$ cat src/rtl/pc_adder_pkg.sv
// rtl/pc_adder_pkg.sv - shared constants, PC type and saturating-increment helper for pc_adder
package pc_adder_pkg;

  localparam int DEFAULT_ADDRESS_WIDTH = 11;
  localparam int unsigned DEFAULT_INCREMENT = 1;
  localparam int WRAP_COUNT_WIDTH = 8;

  typedef logic [DEFAULT_ADDRESS_WIDTH-1:0] pc_addr_t;

  // Increment that sticks at all-ones instead of rolling over to zero.
  function automatic logic [WRAP_COUNT_WIDTH-1:0] sat_inc(
    input logic [WRAP_COUNT_WIDTH-1:0] value
  );
    if (&value) begin
      return value;
    end
    return value + WRAP_COUNT_WIDTH'(1);
  endfunction

endpackage

$ cat src/rtl/pc_adder_if.sv
// rtl/pc_adder_if.sv - PC adder signal bundle; wrap signals present only with PC_ADDER_WRAP_DETECT_EN
interface pc_adder_if
  import pc_adder_pkg::*;
#(
  parameter int ADDRESS_WIDTH = DEFAULT_ADDRESS_WIDTH
);

  logic [ADDRESS_WIDTH-1:0] pc_adder_in;
  logic [ADDRESS_WIDTH-1:0] pc_adder_out;
  logic [ADDRESS_WIDTH-1:0] pc_adder_out_q;
`ifdef PC_ADDER_WRAP_DETECT_EN
  logic                        pc_wrap;
  logic [WRAP_COUNT_WIDTH-1:0] pc_wrap_count;

  modport master (
    output pc_adder_in,
    input  pc_adder_out,
    input  pc_adder_out_q,
    input  pc_wrap,
    input  pc_wrap_count
  );

  modport slave (
    input  pc_adder_in,
    output pc_adder_out,
    output pc_adder_out_q,
    output pc_wrap,
    output pc_wrap_count
  );
`else
  modport master (
    output pc_adder_in,
    input  pc_adder_out,
    input  pc_adder_out_q
  );

  modport slave (
    input  pc_adder_in,
    output pc_adder_out,
    output pc_adder_out_q
  );
`endif

endinterface

$ cat src/rtl/pc_adder_wrap_detect.sv
// rtl/pc_adder_wrap_detect.sv - PC carry-out detection and saturating wrap counter
module pc_adder_wrap_detect
  import pc_adder_pkg::*;
#(
  parameter int          ADDRESS_WIDTH = DEFAULT_ADDRESS_WIDTH,
  parameter int unsigned INCREMENT     = DEFAULT_INCREMENT
) (
  input  logic                        clk,
  input  logic                        reset,
  input  logic [ADDRESS_WIDTH-1:0]    pc_in,
  output logic                        pc_wrap,
  output logic [WRAP_COUNT_WIDTH-1:0] pc_wrap_count
);

  // Largest PC that can take the step without carrying out of the top bit.
  localparam logic [63:0] PC_MAX = (64'd1 << ADDRESS_WIDTH) - 64'd1;
  localparam logic [ADDRESS_WIDTH-1:0] WRAP_THRESHOLD =
    ADDRESS_WIDTH'(PC_MAX - 64'(INCREMENT));

  // Carry out of the adder is equivalent to the input exceeding the threshold.
  always_comb begin
    pc_wrap = (pc_in > WRAP_THRESHOLD);
  end

  // Count wrap cycles, saturating; reset wins over a coincident wrap.
  always_ff @(posedge clk) begin
    if (reset) begin
      pc_wrap_count <= '0;
    end else if (pc_wrap) begin
      pc_wrap_count <= sat_inc(pc_wrap_count);
    end
  end

endmodule

$ cat src/rtl/pc_adder.sv
// rtl/pc_adder.sv - PC incrementer with registered copy; wrap detection under PC_ADDER_WRAP_DETECT_EN
module pc_adder
  import pc_adder_pkg::*;
#(
  parameter int          ADDRESS_WIDTH = DEFAULT_ADDRESS_WIDTH,
  parameter int unsigned INCREMENT     = DEFAULT_INCREMENT
) (
  input  logic        clk,
  input  logic        reset,
  pc_adder_if.slave   bus
);

  if (ADDRESS_WIDTH < 2 || ADDRESS_WIDTH > 32) begin : g_bad_width
    $error("pc_adder: ADDRESS_WIDTH must be 2..32");
  end

  if (INCREMENT < 1 || 64'(INCREMENT) > (64'd1 << (ADDRESS_WIDTH - 1))) begin : g_bad_increment
    $error("pc_adder: INCREMENT must be 1..2^(ADDRESS_WIDTH-1)");
  end

  localparam logic [ADDRESS_WIDTH-1:0] STEP = ADDRESS_WIDTH'(INCREMENT);

  // Next PC: unsigned add, carry out of the top bit discarded; no clock or reset involvement.
  always_comb begin
    bus.pc_adder_out = bus.pc_adder_in + STEP;
  end

  // One-cycle registered copy of the next PC, cleared by reset.
  always_ff @(posedge clk) begin
    if (reset) begin
      bus.pc_adder_out_q <= '0;
    end else begin
      bus.pc_adder_out_q <= bus.pc_adder_out;
    end
  end

`ifdef PC_ADDER_WRAP_DETECT_EN
  pc_adder_wrap_detect #(
    .ADDRESS_WIDTH (ADDRESS_WIDTH),
    .INCREMENT     (INCREMENT)
  ) u_wrap_detect (
    .clk           (clk),
    .reset         (reset),
    .pc_in         (bus.pc_adder_in),
    .pc_wrap       (bus.pc_wrap),
    .pc_wrap_count (bus.pc_wrap_count)
  );
`endif

endmodule

$ cat src/flat_wrapper.sv
// flat-port wrapper written by rule: the top's interface ports become plain ports
module pc_adder_flat import pc_adder_pkg::*;
#(
  parameter int          ADDRESS_WIDTH = DEFAULT_ADDRESS_WIDTH,
  parameter int unsigned INCREMENT     = DEFAULT_INCREMENT
)
  (clk, reset, bus_pc_adder_in, bus_pc_adder_out, bus_pc_adder_out_q);
  pc_adder_if #(.ADDRESS_WIDTH(ADDRESS_WIDTH)) bus_i ();
  input  logic clk;
  input  logic reset;
  input wire logic [$bits(bus_i.pc_adder_in)-1:0] bus_pc_adder_in;
  output wire logic [$bits(bus_i.pc_adder_out)-1:0] bus_pc_adder_out;
  output wire logic [$bits(bus_i.pc_adder_out_q)-1:0] bus_pc_adder_out_q;
  assign bus_i.pc_adder_in = bus_pc_adder_in;
  assign bus_pc_adder_out = bus_i.pc_adder_out;
  assign bus_pc_adder_out_q = bus_i.pc_adder_out_q;
  pc_adder #(.ADDRESS_WIDTH(ADDRESS_WIDTH), .INCREMENT(INCREMENT)) u_core (.clk(clk), .reset(reset), .bus(bus_i));
endmodule
$ cat config.mk
export PLATFORM = sky130hd
export DESIGN_NAME = pc_adder_flat
export DESIGN_NICKNAME = d
export VERILOG_FILES = /design/src/rtl/pc_adder_pkg.sv /design/src/rtl/pc_adder_if.sv /design/src/rtl/pc_adder_wrap_detect.sv /design/src/rtl/pc_adder.sv /design/src/flat_wrapper.sv
export SDC_FILE = /design/constraint.sdc
export NUM_CORES = 1
export LEC_CHECK = 0
export BUFFER_PORTS_ARGS = -buffer_cell sky130_fd_sc_hd__buf_4
export CAP_MARGIN = 30
export CORE_AREA = 2 2 39 41
export DETAILED_ROUTE_END_ITERATION = 16
export DIE_AREA = 0 0 41 43
export PLACE_DENSITY = 0.86
export SYNTH_ARGS = -nofsm -noshare
export SYNTH_HDL_FRONTEND = slang
export SYNTH_SLANG_ARGS = --single-unit
$ cat constraint.sdc
create_clock -name clk -period 2.41 [get_ports clk]
set_input_delay 0.241 -clock clk [delete_from_list [all_inputs] [get_ports clk]]
set_output_delay 0.241 -clock clk [all_outputs]
set_load 0.02 [all_outputs]
==> impl_metrics.json <==
{
  "cp_data_required_time_ps": 2170,
  "nets": 110,
  "core_mm2": 0.00138,
  "synth_nets": 72,
  "dp.cells": 107,
  "gr-usage-all-layers_pct": 16.2,
  "cts_tree": "done",
  "cp_slowest_cell": "or3_1",
  "clock-sinks": 11,
  "fp.dieArea_mm2": 0.00176,
  "final.period_utilization_pct": 62.9,
  "mostFrequentLayoutCells": "buf_4 (34), dfxtp_1 (11), nor2b_1 (8)",
  "ir_worst_vdd_mv": 0.268,
  "wl_um": 1290,
  "drv_cap": 0,
  "whs_ps": 178,
  "cellLeakagePower_uw": 0.000395,
  "die_w_um": 41,
  "slew_headroom_pct": 85.4,
  "crit_fanout": 7,
  "layout_commonest_cell": "buf_4",
  "p_per_area_mw_per_mm2": 545,
  "setup_viol": 0,
  "rows": 14,
  "status": "finished, final reports clean",
  "syn_to_final_growth_pct": 56.1,
  "antenna_found_initial": 0,
  "ys_seq_area_share_pct": 41.5,
  "cts_setup_buffers": 0,
  "grt_pass1_wl_um": 1860,
  "reg_top3": "u_core.bus.pc_adder_out_q (11)",
  "crit_type": "in -> out",
  "largest_reg_flops": 11,
  "clk_pin_slew_ps": 60,
  "drive_above_1_share_pct": 43.2,
  "io_pins": 35,
  "initial_core_util_pct": 38.3,
  "drtAntennaViolNets": 0,
  "cp-end-kind": "output pin",
  "top_register": "u_core.bus.pc_adder_out_q",
  "cts_made_buffers": 3,
  "overflow": 0,
  "post_drt_wl_per_cell_um": 11.7,
  "die_h_um": 43,
  "rsz0062_at_grt": "no",
  "fmax_ghz": 0.659,
  "grt_max_degree": 16,
  "setup_tns_ps": 0,
  "drv_slew": 0,
  "yosysWarningCount": 0,
  "num_vias": 535,
  "place.port_buffers": 34,
  "drc": 0,
  "clockBufferDepth": 2,
  "diodes": 0,
  "hp-class": "in -> reg",
  "crit_path_max_incr_delay_ps": 370,
  "syn_inst": 58,
  "crit_top_cell": "buf_4",
  "synth_cell_type_count": 19,
  "tightestPinTransition_ps": 217,
  "arrival_ps": 1280,
  "fin_crit_ps": 1520,
  "htreeDepth": 1,
  "dpl.hpwl_um": 1000,
  "place.gp.congestion": 0.861,
  "start_kind": "input port",
  "syn-cell-area_um2": 531,
  "finalHoldViolations": 0,
  "dr.first_iter.drc_count": 8,
  "cts_hold_buf": 0,
  "cts_resized": 0,
  "viasPerCell": 4.82,
  "fin_cells": 111,
  "synth_seq_cells": 11,
  "root_buffer": "clkbuf_4",
  "drt_pass1_iterations": 4,
  "first_global_vias": 438,
  "avgSynthCellArea_um2": 9.15,
  "worstPathCellList": "buf_4 > ha_1 > inv_1 > or3_1 > nand2_1 > buf_4"
}
synthesized netlist by cell type:
library cell	number	share of area [%]
mux2_1	2	4.2
and4_2	1	1.9
ha_1	1	2.4
and3_1	1	1.2
inv_1	2	1.4
nand4_1	4	4.7
or3_1	2	2.4
and4_4	1	2.1
dfxtp_1	11	42
nand2_1	3	2.1
nand3_1	3	2.8
clkbuf_1	1	0.71
o21ai_0	2	1.9
a21oi_1	2	1.9
xor2_1	2	3.3
nor2_1	5	3.5
nor2b_1	8	9.4
mux2_2	2	4.2
xnor2_1	5	8.3
final timing paths:
path,to,startpoint,slack [ps],cells after the start
setup / recovery,bus_pc_adder_out[6],bus_pc_adder_in[0],890,6
hold / removal,u_core.bus.pc_adder_out_q[0],bus_pc_adder_in[0],180,2
critical path: cells and delay by family:
family	cells	cell delay, ps
simple gates	2	450
buf+inv	3	320
fa+ha+maj	1	260
layer usage:
metal	track usage [%]	part of all wire, %	wire [um]
met1	17.2	39	505
met2	25.3	52	674
met3	4.71	5.7	74
met4	12.0	3.1	40
met5	0	0	0
cells by family (layout without fill, tap and decap cells):
family | after synthesis | in the layout | synth area share, %
XOR/XNOR | 7 | 7 | 11.6
flip-flops | 11 | 11 | 41.5
buffers and inverters | 3 | 40 | 2.12
multiplexers | 4 | 4 | 8.49
AND/OR/NAND/NOR | 28 | 28 | 30.2
AO/OA/AOI/OAI | 4 | 4 | 3.77
adder cells (fa/ha/maj) | 1 | 1 | 2.36
power by group:
| part | leakage, uW | switching (uW) | internal (uW) |
|---|---|---|---|
| Sequential | 0.0000917 | 2.78 | 193 |
| Combinational | 0.000288 | 67.7 | 58.8 |
| Clock | 0.0000150 | 65.2 | 64.2 |
| Total | 0.000395 | 136 | 316 |
area by class of cell:
type / count / area (um2)
clock buffer: 4 / 26.3
inverter: 2 / 7.51
tap: 16 / 20.0
sequential: 11 / 220
multi-input combinational: 44 / 299
timing repair buffer: 34 / 255
fill: 124 / 556
through the flow:
step / total power, uW / setup WS, ps / util, % / cell area [um2]
after floorplan: 261 / 1100 / - / 531
after global placement: 325 / 946 / 58.0 / 802
after detailed placement: 327 / 894 / 58.0 / 802
after CTS: 455 / 886 / 59.9 / 828
after global routing: 473 / 830 / 59.9 / 828
final: 452 / 893 / 59.9 / 828
Note: power is estimated with default switching activity, not from simulation.
